<file path="src/rtl/imem_loader_if.sv">
// Byte-stream and instruction-memory write port bundle for imem_loader.
// Handshake: a byte moves on a rising clk edge where byte_valid && byte_ready; data is held until then.
interface imem_loader_if;
  logic        start;
  logic        byte_valid;
  logic [7:0]  byte_data;
  logic        byte_ready;
  logic        wr_en;
  logic [31:0] wr_addr;
  logic [31:0] wr_data;
  logic        cpu_hold;
  logic        done;
  logic        error;
  logic [2:0]  state;

  modport master (
    output start, byte_valid, byte_data,
    input  byte_ready, wr_en, wr_addr, wr_data, cpu_hold, done, error, state
  );

  modport slave (
    input  start, byte_valid, byte_data,
    output byte_ready, wr_en, wr_addr, wr_data, cpu_hold, done, error, state
  );
endinterface

</file>
<file path="src/rtl/imem_loader.sv">
// Loads a length-prefixed, XOR-checksummed byte stream into instruction memory as
// little-endian words, holding the CPU until the program is complete and verified.
module imem_loader #(
  parameter int          MEM_SIZE = 128,
  parameter logic [31:0] NOP_WORD = 32'h00000013,
  parameter bit          FILL_NOP = 1'b1
) (
  input logic          clk,
  input logic          rst_n,
  imem_loader_if.slave bus
);

  localparam int IW = $clog2(MEM_SIZE + 1);

  typedef enum logic [2:0] {
    S_IDLE   = 3'd0,
    S_LEN_LO = 3'd1,
    S_LEN_HI = 3'd2,
    S_DATA   = 3'd3,
    S_CHECK  = 3'd4,
    S_FILL   = 3'd5,
    S_DONE   = 3'd6,
    S_ERROR  = 3'd7
  } state_e;

  state_e        state_q;
  logic [7:0]    len_lo_q;
  logic [IW-1:0] cnt_q;
  logic [IW-1:0] word_idx_q;
  logic [1:0]    byte_idx_q;
  logic [23:0]   word_q;
  logic [7:0]    csum_q;
  logic          wr_en_q;
  logic [31:0]   wr_addr_q;
  logic [31:0]   wr_data_q;

  logic        byte_ready;
  logic        xfer;
  logic [15:0] len_n;

  assign byte_ready = (state_q == S_LEN_LO) || (state_q == S_LEN_HI) ||
                      (state_q == S_DATA)   || (state_q == S_CHECK);
  assign xfer       = bus.byte_valid && byte_ready;
  assign len_n      = {bus.byte_data, len_lo_q};

  always_ff @(posedge clk) begin
    if (!rst_n) begin
      state_q    <= S_IDLE;
      len_lo_q   <= '0;
      cnt_q      <= '0;
      word_idx_q <= '0;
      byte_idx_q <= '0;
      word_q     <= '0;
      csum_q     <= '0;
      wr_en_q    <= 1'b0;
      wr_addr_q  <= '0;
      wr_data_q  <= '0;
    end else begin
      wr_en_q <= 1'b0;
      case (state_q)
        S_IDLE, S_DONE, S_ERROR: begin
          if (bus.start) begin
            state_q    <= S_LEN_LO;
            csum_q     <= '0;
            cnt_q      <= '0;
            word_idx_q <= '0;
            byte_idx_q <= '0;
          end
        end
        S_LEN_LO: begin
          if (xfer) begin
            len_lo_q <= bus.byte_data;
            csum_q   <= csum_q ^ bus.byte_data;
            state_q  <= S_LEN_HI;
          end
        end
        S_LEN_HI: begin
          if (xfer) begin
            csum_q <= csum_q ^ bus.byte_data;
            if (len_n > 16'(MEM_SIZE)) begin
              state_q <= S_ERROR;
            end else begin
              cnt_q      <= IW'(len_n);
              word_idx_q <= '0;
              byte_idx_q <= '0;
              state_q    <= (len_n == 16'd0) ? S_CHECK : S_DATA;
            end
          end
        end
        S_DATA: begin
          if (xfer) begin
            csum_q     <= csum_q ^ bus.byte_data;
            byte_idx_q <= byte_idx_q + 2'd1;
            // Bytes shift in from the top so lane 0 ends up in bits 7:0.
            word_q     <= {bus.byte_data, word_q[23:8]};
            if (byte_idx_q == 2'd3) begin
              wr_en_q    <= 1'b1;
              wr_addr_q  <= 32'({word_idx_q, 2'b00});
              wr_data_q  <= {bus.byte_data, word_q};
              word_idx_q <= word_idx_q + IW'(1);
              if ((word_idx_q + IW'(1)) == cnt_q) state_q <= S_CHECK;
            end
          end
        end
        S_CHECK: begin
          if (xfer) begin
            if (bus.byte_data != csum_q)
              state_q <= S_ERROR;
            else if (FILL_NOP && (cnt_q < IW'(MEM_SIZE)))
              state_q <= S_FILL;
            else
              state_q <= S_DONE;
          end
        end
        S_FILL: begin
          // word_idx_q already equals N here; it walks up to MEM_SIZE.
          if (word_idx_q == IW'(MEM_SIZE)) begin
            state_q <= S_DONE;
          end else begin
            wr_en_q    <= 1'b1;
            wr_addr_q  <= 32'({word_idx_q, 2'b00});
            wr_data_q  <= NOP_WORD;
            word_idx_q <= word_idx_q + IW'(1);
          end
        end
        default: state_q <= S_IDLE;
      endcase
    end
  end

  assign bus.byte_ready = byte_ready;
  assign bus.wr_en      = wr_en_q;
  assign bus.wr_addr    = wr_addr_q;
  assign bus.wr_data    = wr_data_q;
  assign bus.cpu_hold   = (state_q != S_IDLE) && (state_q != S_DONE);
  assign bus.done       = (state_q == S_DONE);
  assign bus.error      = (state_q == S_ERROR);
  assign bus.state      = state_q;

endmodule

</file>
<file path="src/flat_wrapper.sv">
// flat-port wrapper written by rule: the top's interface ports become plain ports
module imem_loader_flat 
#(
  parameter int          MEM_SIZE = 128,
  parameter logic [31:0] NOP_WORD = 32'h00000013,
  parameter bit          FILL_NOP = 1'b1
)
  (clk, rst_n, bus_start, bus_byte_valid, bus_byte_data, bus_byte_ready, bus_wr_en, bus_wr_addr, bus_wr_data, bus_cpu_hold, bus_done, bus_error, bus_state);
  imem_loader_if bus_i ();
  input logic clk;
  input logic rst_n;
  input wire logic [$bits(bus_i.start)-1:0] bus_start;
  input wire logic [$bits(bus_i.byte_valid)-1:0] bus_byte_valid;
  input wire logic [$bits(bus_i.byte_data)-1:0] bus_byte_data;
  output wire logic [$bits(bus_i.byte_ready)-1:0] bus_byte_ready;
  output wire logic [$bits(bus_i.wr_en)-1:0] bus_wr_en;
  output wire logic [$bits(bus_i.wr_addr)-1:0] bus_wr_addr;
  output wire logic [$bits(bus_i.wr_data)-1:0] bus_wr_data;
  output wire logic [$bits(bus_i.cpu_hold)-1:0] bus_cpu_hold;
  output wire logic [$bits(bus_i.done)-1:0] bus_done;
  output wire logic [$bits(bus_i.error)-1:0] bus_error;
  output wire logic [$bits(bus_i.state)-1:0] bus_state;
  assign bus_i.start = bus_start;
  assign bus_i.byte_valid = bus_byte_valid;
  assign bus_i.byte_data = bus_byte_data;
  assign bus_byte_ready = bus_i.byte_ready;
  assign bus_wr_en = bus_i.wr_en;
  assign bus_wr_addr = bus_i.wr_addr;
  assign bus_wr_data = bus_i.wr_data;
  assign bus_cpu_hold = bus_i.cpu_hold;
  assign bus_done = bus_i.done;
  assign bus_error = bus_i.error;
  assign bus_state = bus_i.state;
  imem_loader #(.MEM_SIZE(MEM_SIZE), .NOP_WORD(NOP_WORD), .FILL_NOP(FILL_NOP)) u_core (.clk(clk), .rst_n(rst_n), .bus(bus_i));
endmodule
</file>
<file path="config.mk">
export PLATFORM = sky130hd
export DESIGN_NAME = imem_loader_flat
export DESIGN_NICKNAME = d
export VERILOG_FILES = /design/src/rtl/imem_loader_if.sv /design/src/rtl/imem_loader.sv /design/src/flat_wrapper.sv
export SDC_FILE = /design/constraint.sdc
export NUM_CORES = 1
export LEC_CHECK = 0
export CORE_UTILIZATION = 30
export CTS_CLUSTER_SIZE = 24
export DETAILED_ROUTE_END_ITERATION = 6
export PLACE_DENSITY_LB_ADDON = 0.12
export SLEW_MARGIN = 10
export SYNTH_ARGS = -nofsm -noshare
export SYNTH_HDL_FRONTEND = slang
export SYNTH_SLANG_ARGS = --single-unit
</file>
<file path="constraint.sdc">
create_clock -name clk -period 5.75 [get_ports clk]
set_clock_uncertainty 0.2 [all_clocks]
set_input_delay 0.575 -clock clk [delete_from_list [all_inputs] [get_ports clk]]
set_output_delay 0.575 -clock clk [all_outputs]
set_load 0.05 [all_outputs]
</file>
==> summary.txt <==
Run status
  • Status: complete, no violations

STA
  • Highest Clock Rate: about 300 MHz
  • Worst slew margin: approximately 25%
  • Setup Viol. Count Final: 0
  • Part of the cycle the worst path needs: 58.3%
  • RSZ-0062 raised after global routing: false
  • Post-Route Setup TNS: 0 ns
  • Final min period: ~3.4 ns
  • Worst-margin pin slew: 1.13 ns
  • Final Max Tran Viols: 0
  • Final Hold Viols: 0
  • Final hold slack: ~0.27 ns

Cells and area
  • Layout Cells excl Fill: 858
  • Fin nets: 654
  • Layout area overhead: 17.2%
  • Layout cells sized above 1: under 10%
  • ANT cells: 0

Synth
  • Mapped cell area: 5000 um^2
  • Synth unique cells: 57
  • Share of the synthesized area in the top cell type: between 40% and 50%
  • Syn Inst Count: just over 600
  • #FFs+latches synth: 102
  • Post-synth EDFFs: 0
  • Async S/R FF share, synth: 0%
  • Ys flop type: dfxtp_1
  • Synth area leader: dfxtp_1
  • Ys Warns: 0
  • Synth cell count leaders: nand2_1, dfxtp_1, a21boi_0, nand3_1
  • Most area-consuming cells after synthesis: dfxtp_1, a21boi_0, nand2_1, buf_4, nand3_1
  • Mean post-synth cell area: between 8 and 9 um^2
  • Sequential fraction of the synthesis area: around 41%
  • Count leader, synth: nand2_1

Setup path
  • Req. time, crit path: roughly 5.0 ns
  • Worst path cell trace: nor2_1 -> xnor2_1 -> clkdlybuf4s50_1
  • Worst setup path end: bus_byte_ready
  • Crit path arrival time: 2.58 ns
  • CP peak stage delay: roughly 0.9 ns
  • Critical Path Sink Type: output pin
  • Critical path class: flip-flop to output pin
  • R2R setup slack: 2.75 ns
  • Crit-path slowest cell: dfxtp_1
  • Reg2Reg Depth: 7
  • FF-to-FF Start: u_core.bus.state[1]
  • Max Fanout on Critical Path: 26
  • Startpoint class of the critical path: flip-flop
  • Critical path origin: u_core.bus.state[1]
  • RR Endpoint: u_core.word_idx_q[5]

Clock tree
  • Setup bufs post-CTS: 0
  • CTS resizes: 0
  • Clk buf depth: 2
  • Post-CTS Hold Fix Bufs: 0
  • H-Tree Depth: 3
  • Root buf cell: clkbuf_16
  • CTS Buf Count: 9
  • Clock slew at reported path FFs: roughly 0.070 ns
  • CTS tree: built
  • CTS sink cnt: around 100
  • Worst-Skew Late Latency: about 0.35 ns

Floorplanning
  • I/O Pins: 84
  • Initial Util: 31.2%
  • Core area: 16100 um^2
  • Die area: ~17000 um^2
  • DIE WIDTH: 131 um
  • Rows: 46
  • Die Y: about 130 um

Global route
  • Total GRT Usage: approximately 16%
  • Gr ovfl total: 0
  • Pin count of the biggest net entering global routing: between 90 and 100
  • Initial antenna violation count: 0
  • Vias in the first global route: 4002
  • First-pass GRT wire length: about 21 mm

Drt
  • Remaining antenna violation count: 0
  • DRC violations left: 0
  • Vias: ~4100
  • Drt total wl: 13.0 mm
  • Avg WL per Cell: around 15 um
  • Drt pass-1 iters: 4
  • DRT iter0 DRCs: 250
  • Vias per cell: 4.82

Pwr
  • Leakage: ~1.9 nW
  • Pint: 1.25 mW
  • Net Sw Frac: a little over a third
  • Pwr Density: between 300 and 400 nW/um^2
  • Flop pwr share: 40.6%
  • Comb pwr share: about 28%
  • Sw Pwr: 0.712 mW
  • Clk pwr share: a little under a third
  • VDD IR max: about 0.00017 V

Min path
  • Hold/Removal Path Class: flip-flop to flip-flop
  • Worst Hold Path Cells: 2
  • Worst Hold Launch: u_core.bus.wr_data[28]

Placed design
  • RePlAce Congestion: 0.793
  • Dpl hpwl: 8.64 mm
  • Port Buffers: 59
  • Placed insts: 842

Flow run
  • Total of max-cap violations: 0
==> how the worst min path moves through the flow <==
stage,to
final,u_core.bus.wr_data[28]
after global placement,u_core.bus.wr_data[23]
after detailed placement,u_core.word_q[5]
after CTS,u_core.bus.wr_data[7]
after floorplan,u_core.word_q[2]
after global routing,u_core.bus.wr_data[2]
==> final cells by class <==
cell class / count / area, um^2
flip-flops and latches: 102 / 2040
well taps: 216 / 270
repair buffers: 62 / 608
inverters: 8 / 30.0
clock inverters: 6 / 70.1
fillers: 1674 / 10200
clock buffers: 10 / 229
multi-input cells: 454 / 2610
==> layout by cell type (no fill, tap or decap), types with 8 or more instances in the layout <==
| cell | count |
|---|---|
| nand2_1 | 129 |
| dfxtp_1 | 102 |
| a21boi_0 | 79 |
| clkdlybuf4s50_1 | 58 |
| nand3_1 | 36 |
| nor2_1 | 28 |
| conb_1 | 24 |
| o21ai_0 | 19 |
| xnor2_1 | 15 |
| a21oi_1 | 11 |
| nor3_1 | 10 |
| a22o_1 | 9 |
| clkbuf_16 | 9 |
| and2_1 | 8 |
| nand3b_1 | 8 |
==> kinds of logic after synthesis <==
kind of cell / synth area share, %
compound gates: 21.8
simple gates: 23.7
xor+xnor: 3.33
other cells: 0.0750
flops: 40.8
fa+ha+maj: 1.25
mux: 0.400
buf+inv: 8.68
==> flip-flops by register name (all words and copies together), names as in the netlist <==
| name | flops |
|---|---|
| u_core.word_q | 24 |
| u_core.bus.wr_data | 32 |
| u_core.word_idx_q | 8 |
| u_core.csum_q | 8 |
| u_core.bus.wr_addr | 8 |
| u_core.len_lo_q | 8 |
| u_core.bus.state | 3 |
| u_core.cnt_q | 8 |
| u_core.byte_idx_q | 2 |
| u_core.bus.wr_en | 1 |
==> metal layers <==
| layer | wire (um) | part of all wire, % | GRT usage (%) | up-vias |
|---|---|---|---|---|
| li1 | - | - | - | 2100 |
| met4 | 109 | 0.84 | 4.51 | 0 |
| met2 | 6020 | 46 | 25.3 | 90 |
| met1 | 6290 | 48 | 19.6 | 1935 |
| met3 | 619 | 4.7 | 4.90 | 8 |
| met5 | 0 | 0 | 0 | - |
==> worst max-delay path, delay by kind of cell (launching register included) <==
| family | cells | cell delay, ns |
|---|---|---|
| and+or+nand+nor | 1 | 0.24 |
| buffers and inverters | 1 | 0.84 |
| DFF | 1 | 0.90 |
| xor gates and xnor gates | 1 | 0.25 |
==> power by group through the flow <==
stage	Sequential (mW)	Combinational (mW)	Clock (mW)
2_1_floorplan	0.819	0.406	0
3_3_place_gp	0.813	0.546	0
3_5_place_dp	0.814	0.547	0
4_1_cts	0.798	0.549	0.640
5_1_grt	0.806	0.593	0.670
6_report	0.799	0.547	0.621
==> through the flow <==
step	cell area [um^2]	power [mW]	util [%]	worst slack (ns)
2_1_floorplan	5090	1.22	-	2.80
3_3_place_gp	5560	1.36	34.6	2.59
3_5_place_dp	5560	1.36	34.6	2.53
5_1_grt	5860	2.07	36.5	2.24
4_1_cts	5860	1.99	36.5	2.41
6_report	5860	1.97	36.5	2.40
Note: power is estimated with default switching activity, not from simulation.
